### src/rtl/clock_stop_ctrl.sv
// Clock-stop/restart controller: handshakes a gated domain into quiescence,
// drains, drops the clock-gate enable, and restarts it with a settle period.
module clock_stop_ctrl #(
  parameter int DRAIN_CYCLES = 4,
  parameter int WAKE_CYCLES  = 2,
  parameter int IDLE_TIMEOUT = 255,
  parameter int CNT_W        = 16
) (
  input  logic             clk,
  input  logic             rst,
  input  logic             stop_req,
  input  logic             wake_evt,
  input  logic             core_idle,
  output logic             halt_req,
  output logic             clk_en,
  output logic             stopped,
  output logic             stop_abort,
  output logic [CNT_W-1:0] off_count
);

  typedef enum logic [2:0] {RUN, REQ, DRAIN, OFF, WAKE} state_t;

  localparam int DW = (DRAIN_CYCLES > 1) ? $clog2(DRAIN_CYCLES) : 1;
  localparam int WW = (WAKE_CYCLES > 1) ? $clog2(WAKE_CYCLES) : 1;
  localparam logic [DW-1:0] DRAIN_LOAD = DW'(DRAIN_CYCLES - 1);
  localparam logic [WW-1:0] WAKE_LOAD  = WW'(WAKE_CYCLES - 1);
  localparam logic [7:0]    TO_LAST    = 8'(IDLE_TIMEOUT - 1);
  localparam logic          TO_EN      = (IDLE_TIMEOUT != 0);

  state_t           state_reg, state_next;
  logic             armed_reg, armed_next;
  logic [7:0]       to_cnt_reg, to_cnt_next;
  logic [DW-1:0]    drain_cnt_reg, drain_cnt_next;
  logic [WW-1:0]    wake_cnt_reg, wake_cnt_next;
  logic [CNT_W-1:0] off_count_reg, off_count_next;
  logic             abort_reg, abort_next;
  logic             halt_reg, clk_en_reg, stopped_reg;

  always_ff @(posedge clk) begin
    if (rst) begin
      state_reg     <= RUN;
      armed_reg     <= 1'b1;
      to_cnt_reg    <= '0;
      drain_cnt_reg <= '0;
      wake_cnt_reg  <= '0;
      off_count_reg <= '0;
      abort_reg     <= 1'b0;
      halt_reg      <= 1'b0;
      clk_en_reg    <= 1'b1;
      stopped_reg   <= 1'b0;
    end else begin
      state_reg     <= state_next;
      armed_reg     <= armed_next;
      to_cnt_reg    <= to_cnt_next;
      drain_cnt_reg <= drain_cnt_next;
      wake_cnt_reg  <= wake_cnt_next;
      off_count_reg <= off_count_next;
      abort_reg     <= abort_next;
      halt_reg      <= (state_next != RUN);
      clk_en_reg    <= (state_next != OFF);
      stopped_reg   <= (state_next == OFF);
    end
  end

  always_comb begin
    state_next     = state_reg;
    to_cnt_next    = to_cnt_reg;
    drain_cnt_next = drain_cnt_reg;
    wake_cnt_next  = wake_cnt_reg;
    off_count_next = off_count_reg;
    abort_next     = 1'b0;
    // Re-arming needs stop_req seen low; a wake or abort disarms and wins.
    armed_next     = armed_reg | ~stop_req;

    case (state_reg)
      RUN: begin
        if (stop_req && armed_reg && !wake_evt) begin
          state_next  = REQ;
          to_cnt_next = '0;
        end
      end
      REQ: begin
        if (wake_evt || !stop_req) begin
          state_next = RUN;
        end else if (core_idle) begin
          state_next     = DRAIN;
          drain_cnt_next = DRAIN_LOAD;
        end else if (TO_EN && (to_cnt_reg == TO_LAST)) begin
          state_next = RUN;
          abort_next = 1'b1;
          armed_next = 1'b0;
        end else begin
          to_cnt_next = to_cnt_reg + 8'd1;
        end
      end
      DRAIN: begin
        if (wake_evt || !stop_req || !core_idle) begin
          state_next = RUN;
        end else if (drain_cnt_reg == '0) begin
          state_next     = OFF;
          off_count_next = '0;
        end else begin
          drain_cnt_next = drain_cnt_reg - DW'(1);
        end
      end
      OFF: begin
        if (off_count_reg != '1) off_count_next = off_count_reg + CNT_W'(1);
        if (wake_evt || !stop_req) begin
          state_next    = WAKE;
          wake_cnt_next = WAKE_LOAD;
          armed_next    = 1'b0;
        end
      end
      WAKE: begin
        if (wake_cnt_reg == '0) state_next = RUN;
        else wake_cnt_next = wake_cnt_reg - WW'(1);
      end
      default: state_next = RUN;
    endcase
  end

  assign halt_req   = halt_reg;
  assign clk_en     = clk_en_reg;
  assign stopped    = stopped_reg;
  assign stop_abort = abort_reg;
  assign off_count  = off_count_reg;

endmodule
### config.mk
export PLATFORM = sky130hd
export DESIGN_NAME = clock_stop_ctrl
export DESIGN_NICKNAME = d
export VERILOG_FILES = /design/src/rtl/clock_stop_ctrl.sv
export SDC_FILE = /design/constraint.sdc
export NUM_CORES = 1
export LEC_CHECK = 0
export CAP_MARGIN = 20
export CORE_ASPECT_RATIO = 0.75
export CORE_MARGIN = 5
export CORE_UTILIZATION = 30
export CTS_CLUSTER_DIAMETER = 200
export DETAILED_ROUTE_END_ITERATION = 10
export GPL_ROUTABILITY_DRIVEN = 0
export PLACE_DENSITY = 0.46
export SLEW_MARGIN = 20
export SYNTH_ARGS = -nofsm -noshare
export SYNTH_HDL_FRONTEND = slang
export SYNTH_SLANG_ARGS = --single-unit
### constraint.sdc
create_clock -name clk -period 2.85 [get_ports clk]
set_input_delay 0.7125 -clock clk [delete_from_list [all_inputs] [get_ports clk]]
set_output_delay 0.7125 -clock clk [all_outputs]
set_load 0.01 [all_outputs]
==> metrics.txt <==
RSZ-0062 raised after global routing=false; met2 global-route usage=17.1%; fraction of layout cells with a size suffix above 1=6.40%; fin util=37.3%; Max Root-Sink Buffers=2; total of warnings raised by yosys=0; Worst Path Max Fanout=24; post-DP HPWL=3.52 mm; clk_skew=3.95 ps; Max Clk Rate=0.416 GHz; Die Span Y=79.4 µm; cell accounting for the most synthesized area=dfxtp_1; R2R Path Start=off_count[0]; via count=1,782; Tot GR Track Use=12.7%; global-route wire length before repair=8.10 mm; PortBufs=24; mapped cell area=1930 µm²; Hold/Removal Path Class=reg2reg; TritonRoute pass-1 iters=4; clock root buffer=clkbuf_8; Max Cap Viol=0; Synth area leaders=dfxtp_1, nand2_1, a21oi_1, nand3_1, mux2i_1; I/O pin count=25; Ant. Diodes=0; Top Usage Layer GRT=met1; Largest register FFs=16; total grt overflow=0; pins over their slew limit=0; multi-input combinational cell area=1140 µm²; Hold Path Depth=2; TritonCTS Sinks=35; Final Instance Count excl. Fillers=331; Hold Path End=to_cnt_reg[7]; Worst Min Path Start=to_cnt_reg[7]; Core Rows=25; R2R depth=5; PostCTS Resize Cnt=0; post-synthesis sequential area ratio=36.4%; area share of the largest cell type after synthesis=36.4%; Final Hold Fails=0; GR Layer Usage met1=19.0%; Final Setup Violations=0; fillcell total=663; die width=103 µm; P_leak=0.766 nW; Slew headroom=57.6%; starting density of the core=30.6%; vias in the first global route=1,590; #FFs+latches synth=35; CTS buffer count=5; total core area=6290 µm²; worst endpoint required time=3060 ps; Routed Antenna Nets=0; WP data arrival=2620 ps; synth-to-layout area growth=21.6%; critical path capture point type=flop; DR iter-0 viols=110; TNS Setup=0 ps; post-synth net total=235; Final Critical Period=2400 ps; initial antenna violation count=0; r2r endpoint=off_count[6]; H-tree levels=2; CP startpoint kind=input port; TritonCTS clock tree=done; Setup Fix Bufs, Post-CTS=0; critical path class=in2reg; Pwr per Cell Area=384 nW/µm²; post-route clock period utilization=84.3%; Distinct cells, synth=44; die area=8140 µm²; vias per cell=5.38; hold_buf cts=0; Worst-Margin Slew=633 ps; DRC errors left=0; placed insts=323; Avg WL per Cell=14.7 µm; fin nets=258; run status=completed; FF/Latch Area=701 µm²; worst skew pair latency=290 ps; CTS clk-pin slew, worst paths=70 ps; worst vdd ir=0.000153 V; Synth Area per Inst=8.53 µm²; Syn Inst Count=226; met3 usage=3.49%; Worst R2R Setup Slack=830 ps; routed wire length=4.88 mm; largest net degree at the start of global routing=25
## cells in the final DEF, fill, tap and decap left out, types with 5 or more instances in the layout
cell | netlist | layout
nand2b_1 | 10 | 10
o21ai_0 | 6 | 6
clkdlybuf4s50_1 | 0 | 24
dfxtp_1 | 35 | 35
o2111ai_1 | 5 | 5
nand4_1 | 6 | 6
nand2_1 | 25 | 25
inv_1 | 7 | 7
nand3_1 | 15 | 15
mux2i_1 | 7 | 7
or4_1 | 8 | 8
and4_1 | 7 | 7
a21oi_1 | 15 | 15
o31ai_1 | 7 | 7
a211oi_1 | 6 | 6
and2_1 | 5 | 5
clkbuf_8 | 0 | 5
## cell type report
type | instances | area share, %
Clock buffer | 7 | 3.26
Clock inverter | 1 | 0.214
Inverter | 7 | 1.12
Multi-Input combinational cell | 171 | 48.8
Sequential cell | 35 | 29.9
Tap cell | 81 | 4.33
Timing Repair Buffer | 29 | 12.4
## where the power goes
group | total [mW] | internal (mW) | leakage (nW) | switching (mW)
combinational | 0.0528 | 0.0207 | 0.442 | 0.0321
sequential | 0.494 | 0.491 | 0.282 | 0.00348
clock | 0.352 | 0.172 | 0.0422 | 0.180
## synthesized netlist by cell type
master	n
o211ai_1	2
nor3b_2	1
nand3_1	15
clkbuf_1	4
and4b_1	1
or3b_1	2
or4_1	8
buf_4	2
nand3b_1	1
and2_1	5
nor2b_1	2
and4_1	7
o41ai_1	1
buf_1	1
o31ai_1	7
nor3b_1	3
o21a_1	1
a21oi_1	15
nand2b_1	10
inv_1	7
o211a_1	1
dfxtp_1	35
a21o_1	4
nor4b_1	1
a31oi_1	4
ha_1	4
o21ai_0	6
a2111o_1	4
nand2_1	25
and3_1	2
nor3_1	1
a2111oi_0	1
a21bo_1	1
mux2i_1	7
a211oi_1	6
and3b_1	1
nor4_1	4
nor2_1	4
a21o_2	1
buf_2	6
or4_4	1
o2111ai_1	5
and3b_2	1
nand4_1	6
## critical path, stage by stage
cell and delay [ps]:
clkdlybuf4s50_1 530, nor3b_2 340, a31oi_1 180, buf_12 200, or4_1 490, a21oi_1 150
## kinds of logic (layout without fill, tap and decap cells)
kind of cell             Yosys count  count (layout)  synth area share, %
AO/OA/AOI/OAI                     59              59                 21.6
adder cells (fa/ha/maj)            4               4                 2.60
buffers and inverters             20              44                 4.67
flip-flops                        35              35                 36.4
multiplexers                       7               7                 3.64
AND/OR/NAND/NOR                  101             101                 31.2
## worst max-delay path by stage
stage	cells after the start	from	slack [ps]	end
floorplan	4	wake_evt	790	armed_reg
global placement	5	stop_req	210	armed_reg
detailed placement	5	stop_req	180	armed_reg
CTS	5	core_idle	490	off_count[12]
global route	6	stop_req	320	off_count[12]
finish	6	stop_req	450	off_count[6]
## routing by layer
layer / vias to the layer above / wire length, µm
met2: 34 / 1910
met3: 7 / 243
met1: 823 / 2670
li1: 918 / -
met4: 0 / 60
met5: - / 0
## through the flow
stage	worst slack, ps	power, mW	hold slack, ps	cell area [µm²]
finish	448	0.899	476	2340
global route	319	0.942	498	2340
CTS	489	0.920	482	2340
detailed placement	177	0.558	471	2250
global placement	209	0.558	461	2250
floorplan	786	0.537	443	1930
Power figures use the tool's default switching activity.
